[config.mk]
export PLATFORM = sky130hd
export DESIGN_NAME = fifo_sync_param
export DESIGN_NICKNAME = d
export VERILOG_FILES = /design/src/rtl/fifo_sync_param.sv
export SDC_FILE = /design/constraint.sdc
export NUM_CORES = 1
export LEC_CHECK = 0
export BUFFER_PORTS_ARGS = -buffer_cell sky130_fd_sc_hd__buf_2
export CORE_MARGIN = 2
export CORE_UTILIZATION = 55
export CTS_CLUSTER_DIAMETER = 100
export DETAILED_ROUTE_END_ITERATION = 8
export PLACE_DENSITY = 0.88
export SLEW_MARGIN = 0
export SYNTH_ARGS = -nofsm -noshare
export SYNTH_HDL_FRONTEND = slang
export SYNTH_SLANG_ARGS = --single-unit
[constraint.sdc]
create_clock -name clk -period 2.79 [get_ports clk]
set_clock_uncertainty 0.05 [all_clocks]
set_input_delay 0.558 -clock clk [delete_from_list [all_inputs] [get_ports clk]]
set_output_delay 0.558 -clock clk [all_outputs]
set_load 0.1 [all_outputs]
[src/rtl/fifo_sync_param.sv]
// Parameterised single-clock FIFO with occupancy count, almost flags and overflow/underflow pulses.
// Define FIFO_FWFT_EN for first-word-fall-through output; default is a registered read.
module fifo_sync_param #(
    parameter int WIDTH    = 8,
    parameter int DEPTH    = 16,
    parameter int ADDR     = 4,
    parameter int AF_LEVEL = 12,
    parameter int AE_LEVEL = 4
) (
    input  logic             clk,
    input  logic             reset_n,
    input  logic             wen,
    input  logic [WIDTH-1:0] data_in,
    input  logic             ren,
    output logic [WIDTH-1:0] data_out,
    output logic             full,
    output logic             empty,
    output logic             almost_full,
    output logic             almost_empty,
    output logic [ADDR:0]    count,
    output logic             overflow,
    output logic             underflow
);

    localparam logic [ADDR:0] DEPTH_C = (ADDR+1)'(DEPTH);
    localparam logic [ADDR:0] AF_C    = (ADDR+1)'(AF_LEVEL);
    localparam logic [ADDR:0] AE_C    = (ADDR+1)'(AE_LEVEL);

    logic [WIDTH-1:0] mem [DEPTH];
    logic [ADDR:0]    wptr;
    logic [ADDR:0]    rptr;
    logic             wr_ok;
    logic             rd_ok;

    // Extra wrap bit on each pointer makes the modular difference span 0..DEPTH.
    assign count        = wptr - rptr;
    assign full         = (count == DEPTH_C);
    assign empty        = (count == '0);
    assign almost_full  = (count >= AF_C);
    assign almost_empty = (count <= AE_C);

    assign wr_ok = wen && !full;
    assign rd_ok = ren && !empty;

    always_ff @(posedge clk) begin
        if (wr_ok) begin
            mem[wptr[ADDR-1:0]] <= data_in;
        end
    end

    always_ff @(posedge clk or negedge reset_n) begin
        if (!reset_n) begin
            wptr      <= '0;
            rptr      <= '0;
            overflow  <= 1'b0;
            underflow <= 1'b0;
        end else begin
            if (wr_ok) begin
                wptr <= wptr + 1'b1;
            end
            if (rd_ok) begin
                rptr <= rptr + 1'b1;
            end
            overflow  <= wen && full;
            underflow <= ren && empty;
        end
    end

`ifdef FIFO_FWFT_EN
    // Head word is shown straight from the array; forced to zero while empty so it never reads X.
    assign data_out = empty ? '0 : mem[rptr[ADDR-1:0]];
`else
    always_ff @(posedge clk or negedge reset_n) begin
        if (!reset_n) begin
            data_out <= '0;
        end else if (rd_ok) begin
            data_out <= mem[rptr[ADDR-1:0]];
        end
    end
`endif

endmodule
After elaboration in Yosys (flattened, before gate mapping)
Memory sizes are Yosys's and may differ from the RTL's. A register that Yosys moved wholly into a read port is not among the register bits.
Cells that the tools add are included.
{"block": "word_totals", "ram_bits": 128, "latch_bits": 0, "rom_bits": 0, "in_bits": 12, "output_inout_bits": 19, "regBits": 12, "memories": 1, "word_cells": 21}
{"memory": "mem", "words": 16, "width": 8, "rd": 1, "rd_ports_with_merged_regs": 1, "write_ports": 1, "line": "29", "rtl": "logic [WIDTH-1:0] mem [DEPTH];"}
{"block": "op_classes", "n_addsub": 3, "eq_ne": 1, "n_lt_le_gt_ge": 2, "n_mux": 2, "reduce_logical": 8, "div": 0, "n_bitwise": 0, "n_shift": 0, "multipliers": 0}
{"op": "$add 5x1->5 const B", "n": 2}
{"op": "$eq 5x5->1 const B", "n": 1}
{"op": "$ge 5x4->1 const B", "n": 1}
{"op": "$le 5x3->1 const B", "n": 1}
{"op": "$logic_not 5->1", "n": 1}
{"op": "$sub 5x5->5", "n": 1}
{"op": "$logic_and 1x1->1", "n": 4}
{"op": "$logic_not 1->1", "n": 3}
{"op": "$mux 1", "n": 2}

Longest topological paths before layout
Gate-level depths: netlist (run 1).
{"block": "depth", "word_depth": 6, "ltp_mapped": 9, "ltp_nobuf": 8}

Worst setup path before layout (run 1)
No wires, ideal clock.
{"block": "synth_path", "path_type": "flip-flop to output port", "start": "register wptr[0]", "end": "output port almost_empty", "slack_ns": -2.477, "t_arrival_ns": 4.659, "stages_incl_launch_ff": 9, "n_path_buf": 1, "path_cell_list": "dfrtp_1 inv_1 ha_1 fa_1 nand2b_1 a21oi_1 xnor2_2 clkbuf_1 a211oi_1"}
{"block": "synth_between", "elab_chain_len": 2}
{"element": "from (decl)", "line": "30", "rtl": "logic [ADDR:0] wptr;"}
{"element": "from (signal assigned)", "line": "59", "rtl": "wptr <= wptr + 1'b1;"}
{"element": "$sub 5x5->5", "line": "36", "rtl": "assign count = wptr - rptr;"}
{"element": "net count[4]", "line": "20", "rtl": "output logic [ADDR:0] count,"}
{"element": "$le 5x3->1", "line": "40", "rtl": "assign almost_empty = (count <= AE_C);"}
{"element": "to (decl)", "line": "19", "rtl": "output logic almost_empty,"}
The timed path passes the listed nets, and every way through them passes these cells.

Worst setup path after layout (run 1)
{"block": "layout_path", "start": "register rptr[0]", "end": "output port full"}
{"block": "layout_between", "elab_chain_len": 2}
{"element": "from (decl)", "line": "31", "rtl": "logic [ADDR:0] rptr;"}
{"element": "from (signal assigned)", "line": "62", "rtl": "rptr <= rptr + 1'b1;"}
{"element": "$sub 5x5->5", "line": "36"}
{"element": "$eq 5x5->1", "line": "37", "rtl": "assign full = (count == DEPTH_C);"}
{"element": "to (decl)", "line": "16", "rtl": "output logic full,"}
No other way between the ends.

==> reports/qor.yml, run 1 <==
critPathMaxStageDelay_ns: 0.56
die_h_um: 108.7
synth_edf_count: 128
coreArea_sq_um: 10750
startpoint_type: "flip-flop"
crit_path_end_kind: "primary output"
fin_cells: 530
antenna_found_initial: 0
vias: 3290
r2r_cells: 10
ys_async_sr_fraction: 0.1351
wl_per_cell_um: 25.57
num_antenna_cells: 0
cts_tree: "built"
drive_above_1_share: 0.4385
synth_ff_type: "edfxtp_1"
synth_cells: 310
timing.hold.ws_ns: 0.3124
cp_max_fo: 4
synth_area_leaders: "edfxtp_1 64%, mux4_2 12%, dfrtp_1 8.3%, mux2_4 2.2%, ha_1 1.9%"
crit_end: "full"
setup_ws_ns: -0.4602
final_util: 0.6969
timing.rr.end: "mem[11][5]"
die-area_sq_um: 11820
finalHoldViolCount: 0
grt_pass1_vias: 3456
start_util: 0.5612
ys_seq_area_frac: 0.7203
place_inst: 481
cts_sinks: 148
status: "complete, but fails checks"
rows: 38
dpl.hpwl_mm: 7.970
synth_common_cells: "128 x edfxtp_1, 32 x mux4_2, 20 x dfrtp_1, 16 x and3_1, 16 x o22ai_1"
cts-htree-levels: 4
netlist_area_sq_um: 6031
dr.first_iter.drc_count: 251
maxCapViolations: 0
r2r-start: "rptr[0]"
tightest_slew_ns: 0.6802
drtAntennaViolNets: 0
place.port_buffers: 30
totalWireLength_mm: 13.55
period_minus_slack_ns: 3.250
clk_pin_slew_worst_paths_ns: 0.06
worstSetupPathType: "flip-flop to primary output"
yosysWarnings: 0
worstSetupStartpoint: "rptr[0]"
path_cells: "ha_4, fa_2, nand3b_1, and4bb_2, or2_4, and2_4, buf_12"
fin_area_sq_um: 7488
layout.nets: 399
critical_path_arrival_ns: 2.64
grt_max_degree: 36
numCtsBuffers: 17
grtUsageTotal: 0.2419
clk_path_buf_depth: 2
failed_checks: "negative setup slack"
clk_latency_ns: 0.53
via_per_inst: 6.208
period_share: 1.165
drc: 0
cts_root_buf: "clkbuf_8"
relSlewSlack: 0.5465
ys_ff_latch: 148
rsz0062_at_grt: "true"
grt-ovfl-total: 0
slowest_stage: "fa_2"
grt_first_pass_wirelength_mm: 20.01
ios: 31
synthesis.nets: 332
yosys.area.top_type: "edfxtp_1"
area_growth_pct: 24.17
worstHoldPathCells: 2
min_path_type: "input pin to flip-flop"
fp.dieW_um: 108.7
gp_congestion: 0.8255
postSynthAreaPerCell_sq_um: 19.45
worst_ep_required_time_ns: 2.18
synth_top_area_frac: 0.6373
max_freq_mhz: 307.7
setup_viol: 136
slew_violations: 0
firstDrtPassIters: 5
yosysMostFrequentCell: "edfxtp_1"
reg2reg_setup_slack_ns: -0.25
synth_cell_types: 37
placedInstanceArea_sq_um: 6726
## worst max-delay path: cells and delay by family (launching register included)
| family | cells | cell delay, ns |
|---|---|---|
| buffers and inverters | 1 | 0.17 |
| and+or+nand+nor | 4 | 0.79 |
| adders and majority gates | 2 | 0.73 |
| DFF | 1 | 0.42 |
## cell families (layout without fill, tap and decap cells)
logic type               count (synthesis)  in the layout  share of synthesized area
AND/OR/NAND/NOR                         52             52                    0.04730
AO/OA/AOI/OAI                           29             29                    0.03423
multiplexers                            42             42                     0.1438
adder cells (fa/ha/maj)                 10             10                    0.02199
buffers and inverters                   17             97                    0.01245
flip-flops                             148            148                     0.7203
XOR/XNOR                                12             12                    0.01992
## cell usage in the layout (no fill, tap or decap), types with 3 or more instances in the layout
| cell type | synthesis | layout |
|---|---|---|
| inv_1 | 7 | 5 |
| nand2_1 | 8 | 7 |
| o22ai_1 | 16 | 16 |
| ha_1 | 9 | 7 |
| buf_12 | 0 | 9 |
| clkbuf_16 | 0 | 16 |
| mux2_4 | 9 | 10 |
| xor2_1 | 5 | 4 |
| clkinvlp_4 | 0 | 5 |
| inv_6 | 0 | 5 |
| mux4_2 | 32 | 32 |
| buf_6 | 0 | 8 |
| buf_2 | 3 | 22 |
| edfxtp_1 | 128 | 128 |
| xnor2_1 | 5 | 5 |
| dfrtp_1 | 20 | 16 |
| and3_4 | 0 | 15 |
| nor2_1 | 13 | 12 |
| a21oi_4 | 0 | 3 |
| buf_4 | 2 | 18 |
| dfrtp_2 | 0 | 4 |
## layout make-up
class                           instances  area, sq um
Sequential cell                       148         4349
Fill cell                             620         3257
Multi-Input combinational cell        145         1844
Timing Repair Buffer                   58        525.5
Clock buffer                           17        414.1
Tap cell                              140        175.2
Clock inverter                         15        153.9
Inverter                                7        26.28
## per-stage QoR
step / TNS (ns) / worst slack (ns)
global route: -36.30 / -0.5195
floorplan: -58.00 / -0.4840
detailed placement: -2.289 / -0.03779
global placement: 0 / 0.01163
finish: -29.04 / -0.4602
CTS: -1.573 / -0.3509
## repair_timing
action | 4_1_cts | 5_1_grt
hold buffers | 1 | 0
hold endpoints to repair | 20 | 0
resized for setup | 5 | 13
endpoints found under the setup margin | 127 | 135
setup buffers | 10 | 6
pin swaps | 14 | 6
## sequential cells by signal, indices dropped and copies added, names as in the netlist
name	count
underflow	1
mem	128
data_out	8
overflow	1
wptr	5
rptr	5
## worst min path at each step
stage,to,startpoint,slack [ns]
6_report,underflow,ren,0.31
5_1_grt,underflow,ren,0.29
4_1_cts,overflow,wen,0.28
3_5_place_dp,wptr[4],wptr[4],0.43
3_3_place_gp,wptr[4],wptr[4],0.42
2_1_floorplan,data_out[0],reset_n,0.21
## per-layer routing
metal | GRT usage | share of wire
met4 | 0.1044 | 0.029
met2 | 0.3821 | 0.51
met5 | 0 | 0
met1 | 0.3107 | 0.39
met3 | 0.07830 | 0.072
Power of run 1 is left out: the tool's default activity adds up to more than one toggle a clock period on the data nets, which glitch-free logic cannot reach.
==> run 2, diff against run 1 <==
--- a/config.mk
+++ b/config.mk
@@ -5,12 +5,13 @@
 export SDC_FILE = /design/constraint.sdc
 export NUM_CORES = 1
 export LEC_CHECK = 0
+export ABC_AREA = 1
 export BUFFER_PORTS_ARGS = -buffer_cell sky130_fd_sc_hd__buf_2
 export CORE_MARGIN = 2
 export CORE_UTILIZATION = 55
 export CTS_CLUSTER_DIAMETER = 100
 export DETAILED_ROUTE_END_ITERATION = 8
-export PLACE_DENSITY = 0.88
+export PLACE_DENSITY = 0.87
 export SLEW_MARGIN = 0
 export SYNTH_ARGS = -nofsm -noshare
 export SYNTH_HDL_FRONTEND = slang
==> reports/qor.yml, run 2 <==
clk_path_buf_depth: 2  # unchanged
drtAntennaViolNets: 0  # unchanged
grt-ovfl-total: 0  # unchanged
crit_path_end_kind: "primary output"  # unchanged
grtUsageTotal: 0.2779  # was 0.2419
worst_ep_required_time_ns: 2.18  # about the same
synth-simple-area-share: 0.2566  # was 0.04730
rsz0062_at_grt: "true"  # unchanged
status: "complete, but fails checks"  # unchanged
fin_cells: 960  # was 530
grt_max_degree: 69  # was 36
final_cell_mix: "296 x nand2_1, 128 x edfxtp_1, 106 x inv_1"  # was 128 x edfxtp_1, 32 x mux4_2, 22 x buf_2
synth_compound_gate_area_share: 0.001821  # was 0.03423
place.port_buffers: 30  # unchanged
gp_congestion: 0.9451  # was 0.8255
ys_ff_latch: 148  # unchanged
ff_latch_area_sq_um: 4348  # was 4349 sq um
cts_sinks: 148  # unchanged
netlist_area_sq_um: 6869  # was 6031 sq um
timing.hold.ws_ns: 0.03701  # was 0.3124 ns
synth_cells: 727  # was 310
finalHoldViolCount: 0  # unchanged
failed_checks: "negative setup slack"  # unchanged
final_common_cell: "nand2_1"  # was edfxtp_1
synth_ff_type: "edfxtp_1"  # unchanged
rows: 40  # was 38
cts_tree: "built"  # unchanged
start_util: 0.5671  # was 0.5612
synth_common_cells: "301 x nand2_1, 128 x edfxtp_1, 111 x inv_1, 83 x nand3_1, 25 x nor2_1"  # was 128 x edfxtp_1, 32 x mux4_2, 20 x dfrtp_1, 16 x and3_1, 16 x o22ai_1
numCtsBuffers: 17  # unchanged
dr.first_iter.drc_count: 781  # was 251
totalWireLength_mm: 17.58  # was 13.55 mm
setup_ws_ns: -0.1225  # was -0.4602 ns
drive_above_1_share: 0.1768  # was 0.4385
startpoint_type: "flip-flop"  # unchanged
ys_seq_area_frac: 0.6324  # was 0.7203
yosys.area.top_type: "edfxtp_1"  # unchanged
grt_first_pass_wirelength_mm: 27.12  # was 20.01 mm
grt_pass1_vias: 5161  # was 3456
die-area_sq_um: 13400  # was 11820 sq um
tightest_slew_ns: 0.7343  # was 0.6802 ns
critical_path_arrival_ns: 2.30  # was 2.64 ns
die_h_um: 115.8  # was 108.7 um
vias: 5230  # was 3290
ios: 31  # unchanged
synthesis.nets: 749  # was 332
synth_edf_count: 128  # unchanged
synth-xor-area-share: 0.007650  # was 0.01992
cts_hold_buf: 0  # was 1
synth_top_family_by_area: "simple AND/OR/NAND/NOR gates"  # was multiplexers
postSynthAreaPerCell_sq_um: 9.449  # was 19.45 sq um
largest_register_ffs: 128  # unchanged
via_per_inst: 5.448  # was 6.208
synth_mux_area_frac: 0  # was 0.1438
cp_max_fo: 7  # was 4
synth_area_leaders: "edfxtp_1 56%, nand2_1 16%, dfrtp_1 7.3%, inv_1 6.1%, nand3_1 6.0%"  # was edfxtp_1 64%, mux4_2 12%, dfrtp_1 8.3%, mux2_4 2.2%, ha_1 1.9%
drc: 0  # unchanged
area_growth_pct: 19.91  # was 24.17%
period_minus_slack_ns: 2.912  # was 3.250 ns
layout.nets: 801  # was 399
setup_viol: 4  # was 136
firstDrtPassIters: 5  # unchanged
ys_async_sr_fraction: 0.1351  # unchanged
yosysMostFrequentCell: "nand2_1"  # was edfxtp_1
max_freq_mhz: 343.3  # was 307.7 MHz
wl_per_cell_um: 18.31  # was 25.57 um
worstSetupPathType: "flip-flop to primary output"  # unchanged
place_inst: 918  # was 481
coreArea_sq_um: 12110  # was 10750 sq um
dpl.hpwl_mm: 10.63  # was 7.970 mm
min_path_type: "input pin to async pin"  # was input pin to flip-flop
cts_root_buf: "clkbuf_16"  # was clkbuf_8
multiInputGateArea_sq_um: 2127  # was 1844 sq um
synth_fa_ha_area_frac: 0.01931  # was 0.02199
clk_pin_slew_worst_paths_ns: 0.06  # about the same
clk_latency_ns: 0.43  # was 0.53 ns
fp.dieW_um: 115.8  # was 108.7 um
synth_top_area_frac: 0.5596  # was 0.6373
yosysWarnings: 0  # unchanged
antenna_found_initial: 0  # unchanged
maxCapViolations: 0  # unchanged
cts-htree-levels: 4  # unchanged
slew_violations: 0  # unchanged
fillCellCount: 834  # was 620
num_antenna_cells: 0  # unchanged
synth_cell_types: 25  # was 37
relSlewSlack: 0.5105  # was 0.5465
period_share: 1.044  # was 1.165
==> run 2: what timing repair did <==
action	4_1_cts	5_1_grt
endpoints found under the setup margin	5	109
gates resized for setup	16	16
hold endpoints to repair	0	0
pin swaps	11	3
buffers inserted	7	3
==> run 2: routing by layer <==
metal  up-vias  routed length (um)  track usage
met4         0                 528       0.1119
met1      2422                6467       0.3514
met5         -                   0            0
met3        63                1984      0.07374
met2       349                8601       0.4600
li1       2396                   -            -
==> run 2: worst max-delay path, cell delays in order (launching register included) <==
cell and delay [ns]:
dfrtp_2 0.48, ha_4 0.30, a21oi_2 0.17, nand3_1 0.17, nand2_4 0.12, clkinvlp_4 0.14, a211oi_4 0.28, buf_12 0.21
==> run 2: metrics by stage <==
step | TNS (ns) | cell area, sq um | utilization | setup WS, ns
finish | -0.3083 | 8237 | 0.6801 | -0.1225
global route | -0.6384 | 8237 | 0.6801 | -0.1759
CTS | -0.4302 | 8178 | 0.6752 | -0.1755
detailed placement | 0 | 7457 | 0.6157 | 0.08328
global placement | 0 | 7457 | 0.6157 | 0.1642
floorplan | -0.7111 | 6974 | - | -0.5858
==> run 2: cells by family after synthesis <==
logic type / Yosys count
xor+xnor: 6
compound gates: 2
buf+inv: 140
flops: 148
simple gates: 421
fa+ha+maj: 10
==> run 2: layout make-up <==
| cell class | count | share of cell area |
|---|---|---|
| clock buffer | 21 | 0.05985 |
| clock inverter | 11 | 0.01398 |
| inverter | 115 | 0.05423 |
| multi-input combinational | 439 | 0.2582 |
| sequential | 148 | 0.5279 |
| tap | 168 | 0.02552 |
| timing repair buffer | 58 | 0.06031 |
==> run 2: path summary, 6_finish.rpt <==
path	from	to	slack, ns	depth (start not counted)
hold / removal	reset_n	wptr[3]	0.04	1
setup reg to reg	rptr[2]	mem[6][0]	0.15	10
max in group asynchronous	reset_n	wptr[2]	2.30	1
setup / recovery	wptr[2]	almost_empty	-0.12	7
min in group clk	wen	overflow	0.38	3
hold reg to reg	data_out[3]	data_out[3]	0.43	2
Power of run 2 is left out for the same reason.
==> run 3, diff against run 2 <==
--- a/config.mk
+++ b/config.mk
@@ -11,7 +11,7 @@
 export CORE_UTILIZATION = 55
 export CTS_CLUSTER_DIAMETER = 100
 export DETAILED_ROUTE_END_ITERATION = 8
-export PLACE_DENSITY = 0.87
+export PLACE_DENSITY = 0.75
 export SLEW_MARGIN = 0
 export SYNTH_ARGS = -nofsm -noshare
 export SYNTH_HDL_FRONTEND = slang
==> reports/qor.yml, run 3 (synthesis gave the netlist of run 2 again) <==
place_ws_ns: 0.05810  # was 0.08328 ns
cts_root_buf: "clkbuf_16"  # unchanged
num_antenna_cells: 0  # unchanged
die-area_sq_um: 13400  # unchanged
vias: 5051  # was 5230
setup_ws_ns: -0.1031  # was -0.1225 ns
firstDrtPassIters: 5  # unchanged
via_per_inst: 5.267  # was 5.448
slowest_stage: "dfrtp_2"  # unchanged
cts-htree-levels: 4  # unchanged
largest_register_ffs: 128  # unchanged
drtAntennaViolNets: 0  # unchanged
layout.nets: 800  # was 801
clk_pin_slew_worst_paths_ns: 0.06  # about the same
maxCapViolations: 0  # unchanged
antenna_found_initial: 0  # unchanged
crit_family: "adder cells"  # was flip-flops
final_common_cell: "nand2_1"  # unchanged
period_share: 1.037  # was 1.044
rows: 40  # unchanged
tightest_slew_ns: 0.7012  # was 0.7343 ns
cp_max_fo: 3  # was 7
place.port_buffers: 30  # unchanged
numCtsBuffers: 17  # unchanged
worstSetupPathType: "flip-flop to primary output"  # unchanged
path_cells: "ha_4, fa_2, nor2_1, nor2_1, nand2_2, nand2_8, buf_6, buf_12, nor2_4, buf_12"  # was ha_4, a21oi_2, nand3_1, nand2_4, clkinvlp_4, a211oi_4, buf_12
status: "complete, but fails checks"  # unchanged
area_growth_pct: 20.58  # was 19.91%
critPathBufInv: 3  # was 2
die_h_um: 115.8  # unchanged
min_path_type: "input pin to async pin"  # unchanged
cts_hold_buf: 0  # unchanged
r2r_cells: 11  # was 10
clk_path_buf_depth: 2  # unchanged
crit_path_end_kind: "primary output"  # unchanged
max_freq_mhz: 345.7  # was 343.3 MHz
drive_above_1_share: 0.1707  # was 0.1768
grt_max_degree: 69  # unchanged
cts_sinks: 148  # unchanged
grt-ovfl-total: 0  # unchanged
dr.first_iter.drc_count: 526  # was 781
wl_per_cell_um: 16.79  # was 18.31 um
failed_checks: "negative setup slack"  # unchanged
coreArea_sq_um: 12110  # unchanged
ff_latch_area_sq_um: 4345  # was 4348 sq um
cts_tree: "built"  # unchanged
totalWireLength_mm: 16.10  # was 17.58 mm
multiInputGateArea_sq_um: 2145  # was 2127 sq um
start_util: 0.5671  # unchanged
grt_first_pass_wirelength_mm: 24.99  # was 27.12 mm
ios: 31  # unchanged
critPathMaxStageDelay_ns: 0.42  # was 0.48 ns
rsz0062_at_grt: "true"  # unchanged
startpoint_type: "flip-flop"  # unchanged
worst_ep_required_time_ns: 2.18  # about the same
grtUsageTotal: 0.2589  # was 0.2779
setup_tns_ns: -0.2211  # was -0.3083 ns
period_minus_slack_ns: 2.893  # was 2.912 ns
dpl.hpwl_mm: 10.26  # was 10.63 mm
place_inst: 913  # was 918
fp.dieW_um: 115.8  # unchanged
gp_congestion: 0.9691  # was 0.9451
timing.hold.ws_ns: 0.07782  # was 0.03701 ns
finalHoldViolCount: 0  # unchanged
crit_cells: 10  # was 7
fin_cells: 959  # was 960
relSlewSlack: 0.5325  # was 0.5105
clk_latency_ns: 0.42  # was 0.43 ns
final_cell_mix: "295 x nand2_1, 128 x edfxtp_1, 107 x inv_1"  # was 296 x nand2_1, 128 x edfxtp_1, 106 x inv_1
fillCellCount: 900  # was 834
grt_pass1_vias: 4872  # was 5161
slew_violations: 0  # unchanged
drc: 0  # unchanged
setup_viol: 3  # was 4
critical_path_arrival_ns: 2.29  # was 2.30 ns
## run 3: stage by stage
| step | utilization | cell area [sq um] |
|---|---|---|
| 3_5_place_dp | 0.6138 | 7435 |
| 4_1_cts | 0.6743 | 8167 |
| 3_3_place_gp | 0.6138 | 7435 |
| 2_1_floorplan | - | 6974 |
| 6_report | 0.6839 | 8283 |
| 5_1_grt | 0.6839 | 8283 |
## run 3: final cells by class
cell class | count | area share
repair buffers | 57 | 0.06239
inverters | 115 | 0.05393
clock inverters | 11 | 0.01918
multi-input cells | 439 | 0.2589
clock buffers | 21 | 0.05559
well taps | 168 | 0.02538
flip-flops and latches | 148 | 0.5246
## run 3: path summary, 6_finish.rpt
check | startpoint | endpoint | slack, ns
min | reset_n | overflow | 0.08
max | rptr[0] | empty | -0.10
max in group asynchronous | reset_n | rptr[0] | 2.21
min reg2reg | data_out[2] | data_out[2] | 0.43
min in group clk | wen | overflow | 0.38
max reg2reg | rptr[0] | mem[14][3] | 0.09
## run 3: timing repair
| item | 4_1_cts | 5_1_grt |
|---|---|---|
| gates resized for setup | 12 | 20 |
| setup endpoints to repair | 5 | 101 |
| pin swaps | 10 | 14 |
| setup buffers | 7 | 8 |
## run 3: per-layer routing
| layer | routed length (um) | global-route usage |
|---|---|---|
| met1 | 6422 | 0.3395 |
| met2 | 7993 | 0.4203 |
| met3 | 1214 | 0.05439 |
| met4 | 470 | 0.1167 |
| met5 | 0 | 0 |
## run 3: worst reg2reg max path: cells and delay by family, from the launching register on
| family | cells | cell delay (ns) |
|---|---|---|
| buf+inv | 2 | 0.31 |
| flops | 1 | 0.42 |
| fa+ha+maj | 2 | 0.52 |
| simple gates | 7 | 1.05 |
Power of run 3 is left out for the same reason.
